<file path="config.mk">
export PLATFORM = sky130hd
export DESIGN_NAME = fc7_rm_rd_ctrl_flat
export DESIGN_NICKNAME = d
export VERILOG_FILES = /design/src/rtl/fc7_rm_rd_ctrl_if.sv /design/src/rtl/fc7_rm_rd_ctrl.sv /design/src/flat_wrapper.sv
export SDC_FILE = /design/constraint.sdc
export NUM_CORES = 1
export LEC_CHECK = 0
export ABC_AREA = 1
export CAP_MARGIN = 40
export CELL_PAD_IN_SITES_DETAIL_PLACEMENT = 1
export CELL_PAD_IN_SITES_GLOBAL_PLACEMENT = 1
export CORE_MARGIN = 2
export CORE_UTILIZATION = 24
export DETAILED_ROUTE_END_ITERATION = 10
export PLACE_DENSITY_LB_ADDON = 0.1
export SYNTH_ARGS = -nofsm -noshare
export SYNTH_HDL_FRONTEND = slang
export SYNTH_SLANG_ARGS = --single-unit
</file>
<file path="constraint.sdc">
create_clock -name clk -period 4.3 [get_ports clk]
set_clock_uncertainty 0.05 [all_clocks]
set_input_delay 0.645 -clock clk [delete_from_list [all_inputs] [get_ports clk]]
set_output_delay 0.645 -clock clk [all_outputs]
set_load 0.1 [all_outputs]
</file>
<file path="src/rtl/fc7_rm_rd_ctrl_if.sv">
// Signal bundle for the burst read controller: the burst command, the RAM
// read port and the output stream.
interface fc7_rm_rd_ctrl_if #(
    parameter int ADDR_W = 11,
    parameter int DATA_W = 32
);
    logic              start;
    logic [ADDR_W-1:0] base_addr;
    logic [ADDR_W:0]   length;
    logic [ADDR_W-1:0] addrb;
    logic [DATA_W-1:0] doutb;
    logic [DATA_W-1:0] m_data;
    logic              m_valid;
    logic              m_ready;
    logic              m_last;
    logic              busy;
    logic              done;

    // Controller side.
    modport master (
        input  start, base_addr, length, doutb, m_ready,
        output addrb, m_data, m_valid, m_last, busy, done
    );

    // Command source, RAM and stream sink side.
    modport slave (
        output start, base_addr, length, doutb, m_ready,
        input  addrb, m_data, m_valid, m_last, busy, done
    );
endinterface

</file>
<file path="src/rtl/fc7_rm_rd_ctrl.sv">
// Burst read controller: on start, reads `length` consecutive words from a
// fixed-latency RAM port (address wrapping at 2^ADDR_W) and streams them out
// over a valid/ready interface. Reads are only issued when the output FIFO
// has room for every read still in flight, so the FIFO can never overflow.
module fc7_rm_rd_ctrl #(
    parameter int ADDR_W     = 11,
    parameter int DATA_W     = 32,
    parameter int RD_LAT     = 2,
    parameter int FIFO_DEPTH = 4
) (
    input  logic             clk,
    input  logic             rst_n,
    fc7_rm_rd_ctrl_if.master bus
);
    localparam int PTR_W = (FIFO_DEPTH > 1) ? $clog2(FIFO_DEPTH) : 1;
    localparam int CNT_W = $clog2(FIFO_DEPTH + 1);
    localparam int LAT_W = $clog2(RD_LAT + 1);
    localparam int LEN_W = ADDR_W + 1;

    typedef enum logic [1:0] {IDLE, ISSUE, DRAIN} state_t;

    state_t            r_state;
    state_t            w_state_nxt;
    logic [ADDR_W-1:0] r_base;
    logic [LEN_W-1:0]  r_len;
    logic [LEN_W-1:0]  r_idx;
    logic              r_done_zero;
    logic [RD_LAT-1:0] r_vld_sr;
    logic [RD_LAT-1:0] r_last_sr;
    logic [DATA_W-1:0] r_mem_data [FIFO_DEPTH];
    logic              r_mem_last [FIFO_DEPTH];
    logic [PTR_W-1:0]  r_wr_ptr;
    logic [PTR_W-1:0]  r_rd_ptr;
    logic [CNT_W-1:0]  r_count;

    logic              w_start_ok;
    logic              w_credit;
    logic              w_issue;
    logic              w_last_issue;
    logic              w_fifo_wr;
    logic              w_fifo_rd;
    logic              w_head_last;
    logic [LAT_W-1:0]  w_inflight;

    function automatic logic [PTR_W-1:0] ptr_inc(input logic [PTR_W-1:0] p);
        return (int'(p) == FIFO_DEPTH - 1) ? '0 : p + PTR_W'(1);
    endfunction

    assign w_start_ok   = bus.start && (r_state == IDLE);
    assign w_issue      = (r_state == ISSUE) && w_credit;
    assign w_last_issue = (r_idx == r_len - LEN_W'(1));
    assign w_fifo_wr    = r_vld_sr[RD_LAT-1];
    assign w_fifo_rd    = bus.m_valid && bus.m_ready;
    assign w_head_last  = r_mem_last[r_rd_ptr];

    assign bus.addrb   = r_base + r_idx[ADDR_W-1:0];
    assign bus.m_valid = (r_count != '0);
    assign bus.m_data  = bus.m_valid ? r_mem_data[r_rd_ptr] : '0;
    assign bus.m_last  = bus.m_valid && w_head_last;
    assign bus.busy    = (r_state != IDLE);
    assign bus.done    = r_done_zero || ((r_state == DRAIN) && w_fifo_rd && w_head_last);

    // Credit check: FIFO entries plus reads in flight must leave room for one more.
    always_comb begin
        // NOTE: every combinational output gets a default first so no path leaves it unassigned (no latch).
        w_inflight = '0;
        for (int i = 0; i < RD_LAT; i++) begin
            w_inflight = w_inflight + LAT_W'(r_vld_sr[i]);
        end
        w_credit = (int'(r_count) + int'(w_inflight)) < FIFO_DEPTH;
    end

    // State register.
    always_ff @(posedge clk or negedge rst_n) begin
        // NOTE: sequential state uses non-blocking assignments so all registers update from pre-edge values.
        if (!rst_n) r_state <= IDLE;
        else        r_state <= w_state_nxt;
    end

    // Next-state logic.
    always_comb begin
        w_state_nxt = r_state;
        unique case (r_state)
            IDLE:    if (w_start_ok && (bus.length != '0)) w_state_nxt = ISSUE;
            ISSUE:   if (w_issue && w_last_issue)          w_state_nxt = DRAIN;
            DRAIN:   if (w_fifo_rd && w_head_last)         w_state_nxt = IDLE;
            default: w_state_nxt = IDLE;
        endcase
    end

    // Latch the burst command on an accepted start and step the issue index.
    always_ff @(posedge clk or negedge rst_n) begin
        if (!rst_n) begin
            r_base      <= '0;
            r_len       <= '0;
            r_idx       <= '0;
            r_done_zero <= 1'b0;
        end else begin
            r_done_zero <= w_start_ok && (bus.length == '0);
            if (w_start_ok) begin
                r_base <= bus.base_addr;
                r_len  <= bus.length;
                r_idx  <= '0;
            end else if (w_issue) begin
                r_idx <= r_idx + LEN_W'(1);
            end
        end
    end

    // Track issued reads (and which one is last) until their data returns.
    always_ff @(posedge clk or negedge rst_n) begin
        if (!rst_n) begin
            r_vld_sr  <= '0;
            r_last_sr <= '0;
        end else begin
            r_vld_sr[0]  <= w_issue;
            r_last_sr[0] <= w_issue && w_last_issue;
            for (int i = 1; i < RD_LAT; i++) begin
                r_vld_sr[i]  <= r_vld_sr[i-1];
                r_last_sr[i] <= r_last_sr[i-1];
            end
        end
    end

    // FIFO pointers and occupancy; simultaneous write and read keep the count.
    always_ff @(posedge clk or negedge rst_n) begin
        if (!rst_n) begin
            r_wr_ptr <= '0;
            r_rd_ptr <= '0;
            r_count  <= '0;
        end else begin
            if (w_fifo_wr) r_wr_ptr <= ptr_inc(r_wr_ptr);
            if (w_fifo_rd) r_rd_ptr <= ptr_inc(r_rd_ptr);
            case ({w_fifo_wr, w_fifo_rd})
                2'b10:   r_count <= r_count + CNT_W'(1);
                2'b01:   r_count <= r_count - CNT_W'(1);
                default: ;
            endcase
        end
    end

    // FIFO storage written with returning RAM data.
    always_ff @(posedge clk) begin
        // NOTE: storage is not reset; r_count gates every use of it, so stale contents are never seen.
        if (w_fifo_wr) begin
            r_mem_data[r_wr_ptr] <= bus.doutb;
            r_mem_last[r_wr_ptr] <= r_last_sr[RD_LAT-1];
        end
    end
endmodule

</file>
<file path="src/flat_wrapper.sv">
// flat-port wrapper written by rule: the top's interface ports become plain ports
module fc7_rm_rd_ctrl_flat 
#(
    parameter int ADDR_W     = 11,
    parameter int DATA_W     = 32,
    parameter int RD_LAT     = 2,
    parameter int FIFO_DEPTH = 4
)
  (clk, rst_n, bus_start, bus_base_addr, bus_length, bus_doutb, bus_m_ready, bus_addrb, bus_m_data, bus_m_valid, bus_m_last, bus_busy, bus_done);
  fc7_rm_rd_ctrl_if #(.ADDR_W(ADDR_W), .DATA_W(DATA_W)) bus_i ();
  input  logic clk;
  input  logic rst_n;
  input wire logic [$bits(bus_i.start)-1:0] bus_start;
  input wire logic [$bits(bus_i.base_addr)-1:0] bus_base_addr;
  input wire logic [$bits(bus_i.length)-1:0] bus_length;
  input wire logic [$bits(bus_i.doutb)-1:0] bus_doutb;
  input wire logic [$bits(bus_i.m_ready)-1:0] bus_m_ready;
  output wire logic [$bits(bus_i.addrb)-1:0] bus_addrb;
  output wire logic [$bits(bus_i.m_data)-1:0] bus_m_data;
  output wire logic [$bits(bus_i.m_valid)-1:0] bus_m_valid;
  output wire logic [$bits(bus_i.m_last)-1:0] bus_m_last;
  output wire logic [$bits(bus_i.busy)-1:0] bus_busy;
  output wire logic [$bits(bus_i.done)-1:0] bus_done;
  assign bus_i.start = bus_start;
  assign bus_i.base_addr = bus_base_addr;
  assign bus_i.length = bus_length;
  assign bus_i.doutb = bus_doutb;
  assign bus_i.m_ready = bus_m_ready;
  assign bus_addrb = bus_i.addrb;
  assign bus_m_data = bus_i.m_data;
  assign bus_m_valid = bus_i.m_valid;
  assign bus_m_last = bus_i.m_last;
  assign bus_busy = bus_i.busy;
  assign bus_done = bus_i.done;
  fc7_rm_rd_ctrl #(.ADDR_W(ADDR_W), .DATA_W(DATA_W), .RD_LAT(RD_LAT), .FIFO_DEPTH(FIFO_DEPTH)) u_core (.clk(clk), .rst_n(rst_n), .bus(bus_i));
endmodule
</file>
======== After elaboration in Yosys (flattened, before gate mapping) ========
Memories as Yosys holds them, arrays and structs flattened.
Index checks and enable logic that the tools add are counted.
word-level totals
  bits in latches ......................... 0
  input bits .............................. 59
  bits in writable memories ............... 132
  output and inout bits ................... 47
  memory bits (read-only) ................. 0
  register bits ........................... 49
  word-level logic and storage cells ...... 63
  memories ................................ 2
memory list
  name               depth  bits a word  read ports  clocked after memory_dff  wr ports  line                  source
  u_core.r_mem_data  4      32           1           0                         1         fc7_rm_rd_ctrl.sv:30  logic [DATA_W-1:0] r_mem_data [FIFO_DEPTH];
  u_core.r_mem_last  4      1            1           0                         1         fc7_rm_rd_ctrl.sv:31  logic r_mem_last [FIFO_DEPTH];
operators by class
  bitwise gates (word level) .............. 0
  multiplexer cells ....................... 12
  magnitude comparators ................... 1
  shifts and indexed selects .............. 0
  add/sub/neg operators ................... 9
  equality and inequality tests ........... 10
  $mul .................................... 0
  reductions and logical operators ........ 19
  div/mod/pow operators ................... 0
operator list
  operator                                                      count
  less-than comparator 32 x 4 -> 1 bit (second input constant)  1
  2-to-1 mux 32 bit                                             1
  2-to-1 mux 12 bit                                             2
  adder 12 x 1 -> 12 bit (second input constant)                1
  equality test 12 bit                                          1
  logical NOT 12 bit                                            1
  nonzero test 12 bit                                           1
  subtractor 12 x 1 -> 12 bit (second input constant)           1
  adder 11 bit                                                  1
  logical AND 1 bit                                             10
  2-to-1 mux 2 bit                                              5
  equality test 2 x 1 -> 1 bit (second input constant)          4
  inequality test 2 bit (second input constant)                 3
  case mux 2 bit (3 select lines)                               1
  case mux 3 bit (2 select lines)                               1
  nonzero test 2 bit                                            3
  adder 2 x 1 -> 2 bit (second input constant)                  2
  adder 3 x 2 -> 4 bit                                          1
  equality test 2 bit (second input constant)                   2
  adder 3 x 1 -> 3 bit (second input constant)                  1
  AND reduction 3 bit                                           1
  nonzero test 3 bit                                            1
  subtractor 3 x 1 -> 3 bit (second input constant)             1
  adder 1 x 1 -> 2 bit                                          1
  other kinds (3)                                               4

======== Depth between registers and ports, before layout ========
Gate-level depths: netlist of run 1.
  depth in word-level cells ............... 7
  gate-level depth with buffers ........... 13
  mapped depth without buffers ............ 13

======== Worst setup path before layout of run 1 ========
No wires, ideal clock.
  path kind ............................... reg-to-output
  start ................................... register u_core.r_rd_ptr[0]
  end ..................................... output bus_done
  buffers on the path ..................... 1
  data arrival time ....................... 3,809 ps
  data required time ...................... 3,605 ps
  stages on the path, launching flop included .. 7
  setup slack ............................. -204 ps
  cells stage by stage .................... dfrtp_1 -> inv_2 -> buf_2 -> nand2_1 -> a221oi_2 -> nand2_1 -> o21bai_1
on the way
  longest elaborated chain between the ends .. 3
ends and longest elaborated chain
  what                     line                   source
  from (decl)              fc7_rm_rd_ctrl.sv:33   logic [PTR_W-1:0] r_rd_ptr;
  from (signal assigned)   fc7_rm_rd_ctrl.sv:133  if (w_fifo_rd) r_rd_ptr <= ptr_inc(r_rd_ptr);
  memory read (4 x 1 bit)  --
  logical AND 1 bit        fc7_rm_rd_ctrl.sv:61   assign bus.done = r_done_zero || ((r_state == DRAIN) && w_fifo_rd && w_head_last);
  logical OR 1 bit         fc7_rm_rd_ctrl.sv:61
  to (decl)                flat_wrapper.sv:23     output wire logic [$bits(bus_i.done)-1:0] bus_done;
No other way between the ends.

======== Worst setup path after layout of run 1 ========
  start ................................... register u_core.r_rd_ptr[1]
  end ..................................... output bus_m_data[4]
on the way
  longest elaborated chain between the ends .. 2
ends and longest elaborated chain
  what                      line                  source
  memory read (4 x 32 bit)  --
  2-to-1 mux 32 bit         fc7_rm_rd_ctrl.sv:58  assign bus.m_data = bus.m_valid ? r_mem_data[r_rd_ptr] : '0;
  to (decl)                 flat_wrapper.sv:19    output wire logic [$bits(bus_i.m_data)-1:0] bus_m_data;
No other way between the ends.

==> results of run 1 <==
[flip-flops by register name, indices dropped and copies added, names as in the netlist]
register,flops
u_core.r_mem_data,128
u_core.r_idx,12
u_core.r_len,12
u_core.r_base,11
u_core.r_mem_last,4
u_core.r_count,3
u_core.r_last_sr,2
u_core.r_rd_ptr,2
u_core.r_state,2
u_core.r_vld_sr,2
u_core.r_wr_ptr,2
u_core.r_done_zero,1
[logic make-up after synthesis]
group                    share of synthesized area
AND/OR/NAND/NOR                              0.182
flip-flops                                   0.633
AO/OA/AOI/OAI                               0.0905
buffers and inverters                       0.0417
adder cells (fa/ha/maj)                     0.0339
XOR/XNOR                                    0.0192
[cell type report]
class / instances / area share
Sequential cell: 181 / 0.481
Clock buffer: 17 / 0.0394
Timing Repair Buffer: 123 / 0.144
Tap cell: 448 / 0.0519
Inverter: 55 / 0.0191
Multi-Input combinational cell: 546 / 0.248
Clock inverter: 15 / 0.0169
[worst max path at each step]
stage,from,endpoint,depth (start not counted)
floorplan,u_core.r_rd_ptr[0]$_DFFE_PN0P_,bus_done,6
global placement,u_core.r_rd_ptr[0]$_DFFE_PN0P_,bus_done,6
detailed placement,u_core.r_rd_ptr[1]$_DFFE_PN0P_,bus_m_data[5],6
CTS,u_core.r_rd_ptr[1]$_DFFE_PN0P_,bus_m_data[4],6
global route,u_core.r_rd_ptr[1]$_DFFE_PN0P_,bus_m_data[4],6
finish,u_core.r_rd_ptr[1]$_DFFE_PN0P_,bus_m_data[4],6
[placed cells by master (no fill, tap or decap), types with 19 or more instances in the layout]
cell and count:
nor2_1 167, nand2_1 144, edfxtp_1 132, o21ai_0 86, clkdlybuf4s50_1 60, inv_1 48
a21oi_1 48, dfrtp_1 48, buf_12 35, nand3_1 23, buf_4 23, ha_1 19
[stage by stage]
stage	cell area [um2]	instances	hold WS [ns]
6_report	10800	1385	0.0428
5_1_grt	10800	1385	0.0386
4_1_cts	10800	1385	0.0327
3_5_place_dp	10200	1353	0.286
3_3_place_gp	10100	1348	0.283
2_1_floorplan	8200	813	0.281
[per-layer routing]
layer / part of all wire / routed length (um) / global-route usage
met1: 0.48 / 11100 / 0.179
met5: 0 / 0 / 0
met3: 0.033 / 755 / 0.0264
met2: 0.47 / 11000 / 0.220
met4: 0.014 / 327 / 0.0382
==> metrics.md, run 1 <==
| Metric | Value |
|---|---|
| Max-cap violations | 0 |
| Setup Buffers After CTS | 0 |
| First-pass GRT wire length | 36.2 mm |
| DRC Markers | 0 |
| Storage cell area | 5190 um2 |
| Layout cell share with drive strength beyond 1 | 0.117 |
| Max Fclk | between 300 and 400 MHz |
| Relative slew slack | 0.517 |
| Drt first pass iters | 4 |
| Core Region | 33600 um2 |
| Die area | 35700 um2 |
| Post-Synthesis Cells | 813 |
| Worst path cell trace | clkinv_1 > buf_4 > nor2_1 > o21ai_0 > a21oi_1 > buf_12 |
| Worst R2R Path Depth | 9 |
| Antenna-violating nets left | 0 |
| CP startpoint kind | register |
| Hold-fix buffers, CTS | 0 |
| Syn Nets | 893 |
| Detailed Place HPWL | ~16 mm |
| Initial drt markers | approximately 210 |
| Crit. End Element | primary output |
| Worst-path fanout max | 18 |
| Initial antenna violation count | 0 |
| WS Path Type | register to primary output |
| Final Critical Period | 3.33 ns |
| CP max stage delay | 0.57 ns |
| Warnings from Yosys | 0 |
| Slew @ Worst Pin | 0.721 ns |
| Post-CTS sizing | 0 |
| Worst r2r src | u_core.r_count[1]$_DFFE_PN0P_ |
| CP Data Arrival Time | 2.63 ns |
| Fillers | about 3700 |
| Crit-path slowest cell | clkinv_1 |
| Critical path buffers and inverters | 3 |
| Area of the multi-input gates | approximately 2700 um2 |
| Hold WC Path Type | primary input to asynchronous set/reset pin |
| Root buffer cell | clkbuf_16 |
| Setup_tns | 0 ns |
| Async set-reset flop share out of synthesis | 0.271 |
| Antenna cell count | 0 |
| Family with the most delay on the worst path | buffers and inverters |
| Nets | 1004 |
| Final slew viol count | 0 |
| Clk_lat worst skew | around 0.44 ns |
| Main flop type after synthesis | edfxtp_1 |
| Seq/Total Area, Yosys | 0.633 |
| CTS Buf Count | 17 |
| # H-tree levels | 4 |
| Cell row count | between 60 and 70 |
| CTS max path bufs | 2 |
| CTS clk-pin slew, worst paths | 0.08 ns |
| Drt total wl | 23.1 mm |
| Starting Density | 0.244 |
| Post-synth EDFFs | 132 |
| Netlist cell types | 33 |
| GP Congestion | 0.758 |
| Avg Cell Area, Syn | 10.1 um2 |
| Final worst-path cycle share | 0.774 |
| Worst R2R Setup Slack | 1.89 ns |
| RSZ-0062 raised after global routing | false |
| Top-area cell type share of the netlist area | 0.484 |
| Clk sink count | 181 |
| Via-to-Cell Ratio | 4.34 |
| Fin util | 0.321 |
| Total gr overflow | 0 |
| Largest cells by area after synthesis | edfxtp_1 48%, dfrtp_1 15%, nor2_1 7.6%, nand2_1 6.6%, o21ai_0 5.3% |
| Die Height | 189 um |
| CTS tree | yes |
| Via count | between 6000 and 7000 |
| Vias in the first global route | 6297 |
| Netlist Area Pre-Place | 8200 um2 |
| Status | completed |
| Count of final setup violators | 0 |
| Top-count cell post-synth | nor2_1 |
| PnR worst setup slack | 0.974 ns |
| CP required | around 3.6 ns |
| Layout area overhead | 31.7% |
| Final Hold Fails | 0 |
| Die X | 189 um |
| I/O Buffers | 105 |
| Pre-CTS setup slack | 1.42 ns |
| Synth Register Bits | roughly 180 |
| Pin count of the biggest net entering global routing | 59 |
| List of most frequent post-synthesis cells | 167 x nor2_1, 144 x nand2_1, 132 x edfxtp_1, 86 x o21ai_0, 49 x dfrtp_1 |
| WL per Instance | 16.7 um |
| GRT Overall Usage | 0.134 |
| Yosys top cell by area | edfxtp_1 |
| Num ports | 106 |
| R2R Path End | u_core.r_count[1]$_DFFE_PN0P_ |
Power of run 1 is left out: the tool's default activity adds up to more than one toggle a clock period on the data nets, which glitch-free logic cannot reach.
==> run 2: changes to the inputs <==
==> constraint.sdc (replaced) <==
create_clock -name clk -period 2.9 [get_ports clk]
set_clock_uncertainty 0.05 [all_clocks]
set_input_delay 0.435 -clock clk [delete_from_list [all_inputs] [get_ports clk]]
set_output_delay 0.435 -clock clk [all_outputs]
set_load 0.1 [all_outputs]
==> run 2 against run 1 <==
Compared with the run above:
- first-iteration DRC count rose by 19%
- via count down 0.90%
- die area unchanged
- setup slack got worse by 0.80 ns
- utilization is 1.1 points higher
- final cell count grew 0.58%
- hold slack better by 0.26 ns
- routed wire length down 0.19%
==> metrics.md, run 2 (same netlist as run 1, synthesis figures left out) <==
| Metric | Value |
|---|---|
| Status | completed |
| Starting Density | 0.244 |
| Final instance area | 11200 um2 |
| Die area | 35700 um2 |
| WP depth | 8 |
| CTS tree | yes |
| Max reg flops | 128 |
| Worst R2R Setup Slack | roughly 0.8 ns |
| Critical path buffers and inverters | 1 |
| Metal-1 WL | 11.0 mm |
| WS Path Type | register to primary output |
| Routed met3 length | roughly 600 um |
| Commonest non-fill, non-tap cells in the layout | 167 x nor2_1, 144 x nand2_1, 132 x edfxtp_1, 84 x o21ai_0, 57 x clkdlybuf4s50_1 |
| Worst R2R Path Depth | 8 |
| Worst r2r src | u_core.r_count[0]$_DFFE_PN0P_ |
| Max Fclk | 367 MHz |
| Initial drt markers | 254 |
| Worst path cell trace | ha_2 > a21oi_1 > o21ai_1 > a21oi_2 > nor2_1 > nor2_1 > xor2_2 > buf_12 |
| Layout cell share with drive strength beyond 1 | 0.183 |
| CTS Buf Count | 17 |
| Min-delay src | u_core.r_last_sr[0]$_DFF_PN0_ |
| Nets | 1012 |
| DRC Markers | 0 |
| Hold WC Path Type | register to register |
| Family with the most delay on the worst path | compound AO/OA/AOI/OAI gates |
| Die X | 189 um |
| Storage cell area | 5190 um2 |
| GP Congestion | 0.729 |
| Fillers | 3736 |
| Root buffer cell | clkbuf_16 |
| # H-tree levels | 4 |
| Crit. End Element | primary output |
| Crit-path slowest cell | dfrtp_1 |
| Largest reg by FF count | u_core.r_mem_data |
| Num ports | between 100 and 150 |
| Relative slew slack | 0.631 |
| Clk sink count | 181 |
| Slew @ Worst Pin | roughly 0.55 ns |
| Worst-path fanout max | 4 |
| Top cell by count, worst path | nor2_1 |
| WL per Instance | 16.6 um |
| Vias in the first global route | 6264 |
| Cell row count | 67 |
| Final Hold Fails | 0 |
| Antenna cell count | 0 |
| Hold worst-path end | u_core.r_last_sr[1]$_DFF_PN0_ |
| R2R Path End | u_core.r_count[1]$_DFFE_PN0P_ |
| CTS clk-pin slew, worst paths | 0.07 ns |
| Clk_lat worst skew | 0.44 ns |
| Initial antenna violation count | 0 |
| Total gr overflow | 0 |
| Core Region | 33600 um2 |
| First-pass GRT wire length | approximately 36 mm |
| Layout area overhead | 36.3% |
| Count of final setup violators | 0 |
| Drt first pass iters | 4 |
| Area after DPL | 10500 um2 |
| Die Height | 189 um |
| Final slew viol count | 0 |
| Area of the multi-input gates | 2930 um2 |
| RSZ-0062 raised after global routing | false |
| Drt total wl | 23.1 mm |
| CP Data Arrival Time | 2.24 ns |
| Final worst-path cycle share | 0.940 |
| CTS max path bufs | 2 |
| DR WL met2 | 11.2 mm |
| GRT Overall Usage | 0.134 |
| Final Critical Period | 2.73 ns |
| Pin count of the biggest net entering global routing | a little over 40 |
| CP startpoint kind | register |
| CP max stage delay | 0.39 ns |
| I/O Buffers | 105 |
| Top Registers | u_core.r_mem_data (128), u_core.r_idx (12), u_core.r_len (12) |
| Top Metal Used | met4 |
| Worst hold path cell count | 0 |
| Detailed Place HPWL | ~16 mm |
| Leading cell type in the layout, fill and taps excluded | nor2_1 |
| Antenna-violating nets left | 0 |
| CP required | 2.41 ns |
| Via count | 5957 |
| Max-cap violations | 0 |
| Via-to-Cell Ratio | 4.28 |
==> run 2: changes by cell type in the layout (fill, tap and decap cells not counted), sizes merged, moves of 3 or more <==
cell | previous run | this run
buf | 63 | 73
inv | 54 | 59
clkdlybuf4s50 | 60 | 57
clkinv | 13 | 10
==> run 2: cell type report <==
class | count | share of cell area
repair buffers | 131 | 0.151
multi-input cells | 546 | 0.262
flip-flops and latches | 181 | 0.465
inverters | 55 | 0.0185
clock buffers | 17 | 0.0381
clock inverters | 15 | 0.0149
well taps | 448 | 0.0502
==> run 2: how the worst max path moves through the flow <==
stage                              startpoint            to  slack (ns)
2_1_floorplan  u_core.r_rd_ptr[0]$_DFFE_PN0P_      bus_done       -0.31
3_3_place_gp      u_core.r_idx[4]$_DFFE_PN0P_  bus_addrb[7]        0.34
3_5_place_dp      u_core.r_idx[4]$_DFFE_PN0P_  bus_addrb[7]        0.35
4_1_cts           u_core.r_idx[2]$_DFFE_PN0P_  bus_addrb[7]        0.02
5_1_grt           u_core.r_idx[2]$_DFFE_PN0P_  bus_addrb[7]        0.01
6_report          u_core.r_idx[2]$_DFFE_PN0P_  bus_addrb[7]        0.17
==> run 2: timing repair <==
action | 4_1_cts | 5_1_grt
resized for setup | 5 | 8
hold endpoints to repair | 16 | 0
hold buffers | 1 | 0
setup buffers | 1 | 1
endpoints found under the setup margin | 2 | 5
==> run 2: through the flow <==
stage,cells,TNS (ns),utilization,setup slack [ns],hold WS (ns)
finish,1393,0,0.332,0.175,0.307
global route,1393,0,0.332,0.0110,0.319
CTS,1392,0,0.332,0.0159,0.309
detailed placement,1358,0,0.312,0.350,0.290
global placement,1358,0,0.312,0.344,0.289
floorplan,813,-0.307,-,-0.307,0.0894
==> run 2: worst reg2reg max path, stage by stage, from the launching register on <==
cell and delay, ns:
dfrtp_1 0.46, nor3_4 0.34, inv_2 0.10, nand2_1 0.08, inv_1 0.08, ha_1 0.20, inv_1 0.10, fa_1 0.42
o21ai_0 0.18
==> run 2: per-layer routing <==
metal | global-route usage | up-vias
met5 | 0 | -
met4 | 0.0349 | 0
met3 | 0.0276 | 18
met2 | 0.225 | 88
met1 | 0.177 | 2886
li1 | - | 2965
Power of run 2 is left out for the same reason.
==> run 3: changes to the inputs <==
--- a/config.mk
+++ b/config.mk
@@ -12,7 +12,7 @@
 export CORE_MARGIN = 2
 export CORE_UTILIZATION = 24
 export DETAILED_ROUTE_END_ITERATION = 10
-export PLACE_DENSITY_LB_ADDON = 0.1
+export PLACE_DENSITY_LB_ADDON = 0.12
 export SYNTH_ARGS = -nofsm -noshare
 export SYNTH_HDL_FRONTEND = slang
 export SYNTH_SLANG_ARGS = --single-unit
==> run 3 against run 2 <==
Compared with the run above:
- via count up 0.12%
- register-to-register slack worse by 0.03 ns
- utilization about the same
- largest cell class unchanged
- final cell count down 0.43%
- fmax down 1.9%
==> metrics.md, run 3 (same netlist as run 1, synthesis figures left out) <==
| Metric | Value |
|---|---|
| Area after DPL | 10500 um2 |
| GP Congestion | 0.768 |
| Layout area overhead | 36.1% |
| Via-to-Cell Ratio | roughly 4.3 |
| Nets | 1006 |
| CP Data Arrival Time | 2.29 ns |
| Max Fclk | between 300 and 400 MHz |
| Core Region | 33600 um2 |
| Drt first pass iters | 4 |
| Commonest non-fill, non-tap cells in the layout | 163 x nor2_1, 144 x nand2_1, 132 x edfxtp_1, 84 x o21ai_0, 57 x clkdlybuf4s50_1 |
| Status | completed |
| Hold WC Path Type | register to register |
| DRC Markers | 0 |
| Final worst-path cycle share | 0.958 |
| PnR worst setup slack | roughly 0.12 ns |
| WS Path Type | register to primary output |
| Worst R2R Path Depth | 8 |
| CTS clk-pin slew, worst paths | 0.08 ns |
| Worst hold path cell count | 0 |
| GRT Overall Usage | 0.131 |
| Die area | 35700 um2 |
| Relative slew slack | 0.572 |
| RSZ-0062 raised after global routing | true |
| Slew @ Worst Pin | about 0.64 ns |
| CTS Buf Count | 17 |
| # H-tree levels | 4 |
| Crit. End Element | primary output |
| Final Critical Period | 2.78 ns |
| Antenna cell count | 0 |
| Worst-path fanout max | 5 |
| Die X | roughly 190 um |
| Drt total wl | 22.5 mm |
| Worst R2R Setup Slack | 0.77 ns |
| Top Registers | u_core.r_mem_data (128), u_core.r_idx (12), u_core.r_len (12) |
| Clk sink count | 181 |
| Via count | 5964 |
| Final Hold Fails | 0 |
| Largest reg by FF count | u_core.r_mem_data |
| Worst r2r src | u_core.r_count[0]$_DFFE_PN0P_ |
| Fillers | 3686 |
| R2R Path End | u_core.r_count[1]$_DFFE_PN0P_ |
| Initial drt markers | around 210 |
| Root buffer cell | clkbuf_16 |
| Pin count of the biggest net entering global routing | 41 |
| Detailed Place HPWL | 15.1 mm |
| Count of final setup violators | 0 |
| Initial antenna violation count | 0 |
| CTS tree | yes |
| Final slew viol count | 0 |
| Die Height | roughly 190 um |
| Total gr overflow | 0 |
| Cell row count | 67 |
| CP required | 2.41 ns |
| Hold worst-path end | u_core.r_last_sr[1]$_DFF_PN0_ |
| Num ports | between 100 and 150 |
| Leading cell type in the layout, fill and taps excluded | nor2_1 |
| Starting Density | 0.244 |
| Layout cell share with drive strength beyond 1 | 0.182 |
| Max reg flops | roughly 130 |
| Min-delay src | u_core.r_last_sr[0]$_DFF_PN0_ |
| Max-cap violations | 0 |
| Final instance area | 11200 um2 |
| First-pass GRT wire length | about 36 mm |
| Hold WS | a little over 0.3 ns |
| Pre-CTS setup slack | roughly 0.27 ns |
| WL per Instance | 16.2 um |
| CP startpoint kind | register |
| Antenna-violating nets left | 0 |
| CTS max path bufs | 2 |
| Vias in the first global route | 6233 |
| Clk_lat worst skew | 0.43 ns |
| I/O Buffers | around 110 |
[run 3: cell types whose count changed in the layout (fill, tap and decap cells not counted), sizes merged]
cell	before	now
buf	73	67
inv	59	64
clkinv	10	6
bufinv	1	0
[run 3: stage by stage]
step	util	setup TNS [ns]	instances
after floorplan	-	-0.307	813
after global placement	0.311	0	1352
after detailed placement	0.311	0	1352
after CTS	0.331	0	1386
after global routing	0.332	-0.00474	1387
final	0.332	0	1387
[run 3: area by class of cell]
type,count,area (um2),share of cell area
clock buffer,17,425,0.0381
timing repair buffer,125,1660,0.149
sequential,181,5190,0.465
multi-input combinational,546,2940,0.263
inverter,55,206,0.0185
tap,448,561,0.0502
clock inverter,15,176,0.0158
[run 3: layer usage]
layer,vias up,GRT usage,part of all wire
met5,-,0,0
met3,12,0.0210,0.027
li1,2957,-,-
met1,2906,0.168,0.46
met2,89,0.231,0.50
met4,0,0.0279,0.0081
[run 3: worst max path at each step]
stage | startpoint | to | slack (ns) | cells after the start
3_3_place_gp | u_core.r_idx[2]$_DFFE_PN0P_ | bus_addrb[7] | 0.28 | 8
6_report | u_core.r_idx[4]$_DFFE_PN0P_ | bus_addrb[7] | 0.12 | 8
3_5_place_dp | u_core.r_idx[2]$_DFFE_PN0P_ | bus_addrb[7] | 0.27 | 8
4_1_cts | u_core.r_idx[4]$_DFFE_PN0P_ | bus_addrb[7] | 0.01 | 8
2_1_floorplan | u_core.r_rd_ptr[0]$_DFFE_PN0P_ | bus_done | -0.31 | 6
5_1_grt | u_core.r_idx[9]$_DFFE_PN0P_ | bus_addrb[10] | -0.003 | 7
[run 3: critical path: stages (launching register included)]
cell     delay, ns
dfrtp_1       0.43
ha_2          0.42
nand2_1       0.12
o21ai_2       0.20
a21oi_2       0.06
nor2_1        0.14
nor2_2        0.07
xor2_2        0.22
buf_12        0.21
[run 3: repair_timing]
action                                  in CTS  in global routing
hold buffers                                 1                  0
endpoints found under the setup margin       2                  7
endpoints found under the hold margin       19                  0
pin swaps                                    0                  2
resized for setup                            5                 13
setup buffers                                1                  1
Power of run 3 is left out for the same reason.
